==> config.mk <==
export PLATFORM = sky130hd
export DESIGN_NAME = hazard_fwd_unit
export DESIGN_NICKNAME = d
export VERILOG_FILES = /design/src/rtl/hazard_fwd_unit.sv
export SDC_FILE = /design/constraint.sdc
export NUM_CORES = 1
export LEC_CHECK = 0
export BUFFER_PORTS_ARGS = -buffer_cell sky130_fd_sc_hd__buf_4
export CAP_MARGIN = 20
export CORE_ASPECT_RATIO = 2
export CORE_MARGIN = 2
export CORE_UTILIZATION = 35
export DETAILED_ROUTE_END_ITERATION = 10
export GPL_TIMING_DRIVEN = 0
export PLACE_DENSITY = 0.62
export SKIP_LAST_GASP = 1
export SLEW_MARGIN = 20
export SYNTH_ARGS = -nofsm -noshare
export SYNTH_HDL_FRONTEND = slang
export SYNTH_SLANG_ARGS = --single-unit
==> constraint.sdc <==
create_clock -name clk -period 6 [get_ports clk]
set_clock_uncertainty 0.2 [all_clocks]
set_input_delay 0.6 -clock clk [delete_from_list [all_inputs] [get_ports clk]]
set_output_delay 0.6 -clock clk [all_outputs]
set_load 0.1 [all_outputs]
==> src/rtl/hazard_fwd_unit.sv <==
// Hazard detection and forwarding control for a five-stage in-order pipeline.
// A shadow tracker follows the destination info of the instructions in EXE,
// MEM and WB. From it the unit derives the load-use stall, the branch flush
// and the registered ALU operand selects for the instruction entering EXE.
module hazard_fwd_unit #(
    parameter int CNT_W = 16
) (
    input  logic             clk,
    input  logic             rst,
    input  logic [4:0]       ID_RS1,
    input  logic [4:0]       ID_RS2,
    input  logic             ID_USES_RS1,
    input  logic             ID_USES_RS2,
    input  logic [4:0]       ID_RD,
    input  logic             ID_REG_WRITE,
    input  logic             ID_MEM_READ,
    input  logic             ID_VALID,
    input  logic             EXE_BRANCH_TAKEN,
    output logic             STALL_PC,
    output logic             STALL_IFID,
    output logic             FLUSH_IFID,
    output logic             FLUSH_IDEXE,
    output logic [1:0]       FWD_A,
    output logic [1:0]       FWD_B,
    output logic [CNT_W-1:0] STALL_CNT
);

    typedef struct packed {
        logic       valid;
        logic [4:0] rd;
        logic       reg_write;
        logic       mem_read;
    } entry_t;

    localparam int EXE = 0;
    localparam int MEM = 1;
    localparam int WB  = 2;

    localparam logic [1:0] SEL_IDEX  = 2'b00;
    localparam logic [1:0] SEL_EXMEM = 2'b01;
    localparam logic [1:0] SEL_MEMWB = 2'b10;

    // WB entry is kept for pipeline bookkeeping only; the register file is
    // write-before-read, so it never feeds a forward.
    entry_t           trk_q [3];
    entry_t           exe_d;
    logic [1:0]       fwd_a_q, fwd_a_d;
    logic [1:0]       fwd_b_q, fwd_b_d;
    logic [CNT_W-1:0] cnt_q, cnt_d;

    logic exe_prod;
    logic mem_prod;
    logic load_use;
    logic stall_event;
    logic bubble;

    // A producer must be a live instruction writing a register other than x0.
    assign exe_prod = trk_q[EXE].valid & trk_q[EXE].reg_write & (trk_q[EXE].rd != 5'd0);
    assign mem_prod = trk_q[MEM].valid & trk_q[MEM].reg_write & (trk_q[MEM].rd != 5'd0);

    assign load_use = ID_VALID & exe_prod & trk_q[EXE].mem_read &
                      ((ID_USES_RS1 & (ID_RS1 == trk_q[EXE].rd)) |
                       (ID_USES_RS2 & (ID_RS2 == trk_q[EXE].rd)));

    // Stall/flush decode; a taken branch squashes the load-use consumer anyway.
    always_comb begin
        STALL_PC    = 1'b0;
        STALL_IFID  = 1'b0;
        FLUSH_IFID  = 1'b0;
        FLUSH_IDEXE = 1'b0;
        if (rst) begin
            if (EXE_BRANCH_TAKEN) begin
                FLUSH_IFID  = 1'b1;
                FLUSH_IDEXE = 1'b1;
            end else if (load_use) begin
                STALL_PC    = 1'b1;
                STALL_IFID  = 1'b1;
                FLUSH_IDEXE = 1'b1;
            end
        end
    end

    assign stall_event = rst & load_use & ~EXE_BRANCH_TAKEN;
    assign bubble      = ~ID_VALID | FLUSH_IDEXE;

    // Next EXE entry: the ID instruction, or an all-zero bubble.
    always_comb begin
        exe_d = '0;
        if (!bubble) begin
            exe_d.valid     = 1'b1;
            exe_d.rd        = ID_RD;
            exe_d.reg_write = ID_REG_WRITE;
            exe_d.mem_read  = ID_MEM_READ;
        end
    end

    // Operand selects for the instruction about to enter EXE; the younger
    // producer (currently in EXE) wins over the one in MEM.
    always_comb begin
        fwd_a_d = SEL_IDEX;
        fwd_b_d = SEL_IDEX;
        if (!bubble) begin
            if (ID_USES_RS1 && exe_prod && (ID_RS1 == trk_q[EXE].rd))
                fwd_a_d = SEL_EXMEM;
            else if (ID_USES_RS1 && mem_prod && (ID_RS1 == trk_q[MEM].rd))
                fwd_a_d = SEL_MEMWB;
            if (ID_USES_RS2 && exe_prod && (ID_RS2 == trk_q[EXE].rd))
                fwd_b_d = SEL_EXMEM;
            else if (ID_USES_RS2 && mem_prod && (ID_RS2 == trk_q[MEM].rd))
                fwd_b_d = SEL_MEMWB;
        end
    end

    // Saturating load-use stall counter.
    always_comb begin
        cnt_d = cnt_q;
        if (stall_event && (cnt_q != {CNT_W{1'b1}}))
            cnt_d = cnt_q + {{(CNT_W-1){1'b0}}, 1'b1};
    end

    // Tracker shifts every cycle; it never stalls.
    always_ff @(posedge clk or negedge rst) begin
        if (!rst) begin
            trk_q[EXE] <= '0;
            trk_q[MEM] <= '0;
            trk_q[WB]  <= '0;
            fwd_a_q    <= SEL_IDEX;
            fwd_b_q    <= SEL_IDEX;
            cnt_q      <= '0;
        end else begin
            trk_q[WB]  <= trk_q[MEM];
            trk_q[MEM] <= trk_q[EXE];
            trk_q[EXE] <= exe_d;
            fwd_a_q    <= fwd_a_d;
            fwd_b_q    <= fwd_b_d;
            cnt_q      <= cnt_d;
        end
    end

    assign FWD_A     = fwd_a_q;
    assign FWD_B     = fwd_b_q;
    assign STALL_CNT = cnt_q;

endmodule

==> results.toml <==
[synthesis]
synth.top_cells.by_count = "35 x sky130_fd_sc_hd__dfrtp_1, 27 x sky130_fd_sc_hd__xor2_1, 13 x sky130_fd_sc_hd__and3_1, 13 x sky130_fd_sc_hd__nand2_1, 8 x sky130_fd_sc_hd__nor4_1"
synthDominantAreaCellType = "sky130_fd_sc_hd__dfrtp_1"
synth_edf_count = 0
synth_top_family_by_area = "simple AND/OR/NAND/NOR gates"
synth-seq-cells = 35
yosys.area_share.adder_pct = 0.746
synthesis.nets = 175
synth_cell_types = 28
syn-mean-instance-area_um2 = 11.1
synth-async-reset-ratio_pct = 100
synthesis_warnings = 0
synth.area.mux_share_pct = 2.24
synthXorXnorAreaFrac_pct = 17.2
most_common_cell_in_the_synthesized_netlist = "sky130_fd_sc_hd__dfrtp_1"
synth_compound_area_share_pct = 3.36
synthTopCellsByArea = "sky130_fd_sc_hd__dfrtp_1 52%, sky130_fd_sc_hd__xor2_1 14%, sky130_fd_sc_hd__and3_1 4.9%, sky130_fd_sc_hd__xnor2_1 3.1%, sky130_fd_sc_hd__nor4_1 3.0%"
postSynthCellCount = 151
yosys.area_share.simple_pct = 22.6
synthDominantCellAreaShare_pct = 52.2
ys_seq_area_share_pct = 52.2
ys.flop_type = "sky130_fd_sc_hd__dfrtp_1"
syn_area_um2 = 1680

[setup_path]
path_buf_inv = 2
crit_chain = "xor2_1 -> nor4_1 -> and3_2 -> nor2_1 -> o21a_1 -> inv_1 -> buf_4"
timing.critical_path.fanout_max = 8
cp_data_arrival_time_ns = 2.37
worst_setup_path_end_kind = "primary output"
timing.critical_path.required_ns = 5.20
startpoint_types = "register"
slowest_delay_ns = 0.45
critical-path-top-delay-family = "simple AND/OR/NAND/NOR gates"
cp_slowest_cell = "sky130_fd_sc_hd__dfrtp_1"
critical_path_class = "reg2out"

[sta]
setup-tns-final_ns = 0
layout_worst_path_cycle_share_pct = 52.8
worst-slew-pin-transition_ns = 0.463
report.final.setup_viol = 0
slew_headroom_pct = 69.1
timing.final.hold_violations = 0
final_critical_path_setup_slack_ns = 2.83
grt_setup_unrepaired = "false"
drv_slew = 0
achievable-frequency_mhz = 316
timing.final.crit_period_ns = 3.17

[detailed_routing]
detail_route.wl_per_cell_um = 14.8
drcViolationCount = 0
routed_wirelength_um = 3850
dr.first_iter.drc_count = 15
route.antenna.remaining_nets = 0
viasPerCell = 5.08
vias = 1320
detail_route.first_pass.iterations = 4

[global_route]
first_global_vias = 1349
grt_remaining_overflow = 0
largest_net_degree_at_the_start_of_global_routing = 39
wire_length_of_the_first_global_routing_pass_um = 6240
grt_antenna_before_repair = 0
gr-usage-all-layers_pct = 15.9

[cts]
numClockSinks = 35
path_clk_slew_ns = 0.07
post_cts_resize_count = 0
clock_tree.root_cell = "sky130_fd_sc_hd__clkbuf_8"
cts_tree = "done"
postCtsHoldBufs = 0
htree_levels = 2
worst_skew_pair.late_latency_ns = 0.28
ctsLongestPathBuffers = 2
cts_post_setup_buffers_inserted = 0
cts_inserted_buffers = 5

[status]
status = "finished clean"

[placed_design]
detailedPlacementHpwl_um = 2970
numPortBuffers = 46
place.gp.congestion = 0.711
dp_slack_ns = 2.87

[cells_and_area]
synthToLayoutAreaGrowth_pct = 30.7
nets_final = 228
fill_cells = 439
antenna_cells = 0
final_layout_size_suffix_gt1_share_pct = 30.7

[floorplan]
die_width_um = 52.9
die-height_um = 102
core.rowCount = 35
initial_core_util_pct = 36.5
die_area_um2 = 5390
core_um2 = 4600
io_pins = 47

[worst_hold_path]
min_path_type = "in2async"

[pwr]
leakagePower_nw = 1.17
ir_drop_uv = 152
cellPowerDensity_nw_per_um2 = 217

[run]
max-cap-violations = 0
## sequential cells by signal, indices dropped and copies added (netlist names)
| signal | cells |
|---|---|
| trk_q | 15 |
| FWD_B | 2 |
| STALL_CNT | 16 |
| FWD_A | 2 |
## logic make-up after synthesis
group | after synthesis
xor gates and xnor gates | 33
AOI/OAI and AO/OA | 6
buffers and inverters | 6
and+or+nand+nor | 67
DFF | 35
muxes | 3
adders and majority gates | 1
## layer usage
layer  track usage [%]  up-vias  wire length [µm]
met5                 0        -                 0
met4              7.10        0                71
met3              3.22        6               204
met2              29.1       36              2210
met1              16.8      651              1370
li1                  -      627                 -
## area by class of cell
cell class                      instances  area [µm²]  area share [%]
Timing Repair Buffer                   46         345            15.8
Clock buffer                            8         100            4.57
Tap cell                               55        68.8            3.14
Multi-Input combinational cell        110         774            35.4
Buffer                                  1        7.51           0.343
Inverter                                5        18.8           0.857
Sequential cell                        35         876            40.0
## path summary, 6_finish.rpt
kind | startpoint | end | slack [ns] | cells past startpoint
min | rst | STALL_CNT[11] | 0.06 | 1
max | trk_q[22] | FLUSH_IDEXE | 2.83 | 7
min reg2reg | trk_q[17] | trk_q[9] | 0.18 | 0
max reg2reg | trk_q[22] | STALL_CNT[14] | 3.55 | 6
max in group asynchronous | rst | trk_q[11] | 5.21 | 1
min in group clk | trk_q[17] | trk_q[9] | 0.18 | 0
## cell usage in the layout (no fill, tap or decap), drive strengths merged, types with 6 or more instances in the layout
cell,Yosys,layout
nor4,8,8
buf,1,47
xor2,27,27
nand2,13,13
xnor2,6,6
nor2,9,9
nor3,7,7
and3,15,15
clkbuf,0,8
dfrtp,35,35
## per-stage QoR
step                      instances  hold WS, ns  utilization, %  instance area (µm²)  total power [mW]
after floorplan                 151        0.104               -                 1680             0.271
after global placement          252        0.170            45.5                 2090             0.296
after detailed placement        252        0.169            45.5                 2090             0.296
after CTS                       260       0.0749            47.6                 2190             0.482
after global routing            260       0.0933            47.6                 2190             0.495
final                           260       0.0646            47.6                 2190             0.475
## power breakdown
group | switching [mW] | internal, mW
Sequential | 0.00570 | 0.241
Clock | 0.0794 | 0.105
Combinational | 0.0239 | 0.0199
Total | 0.109 | 0.366
(Power assumes the default switching activity.)
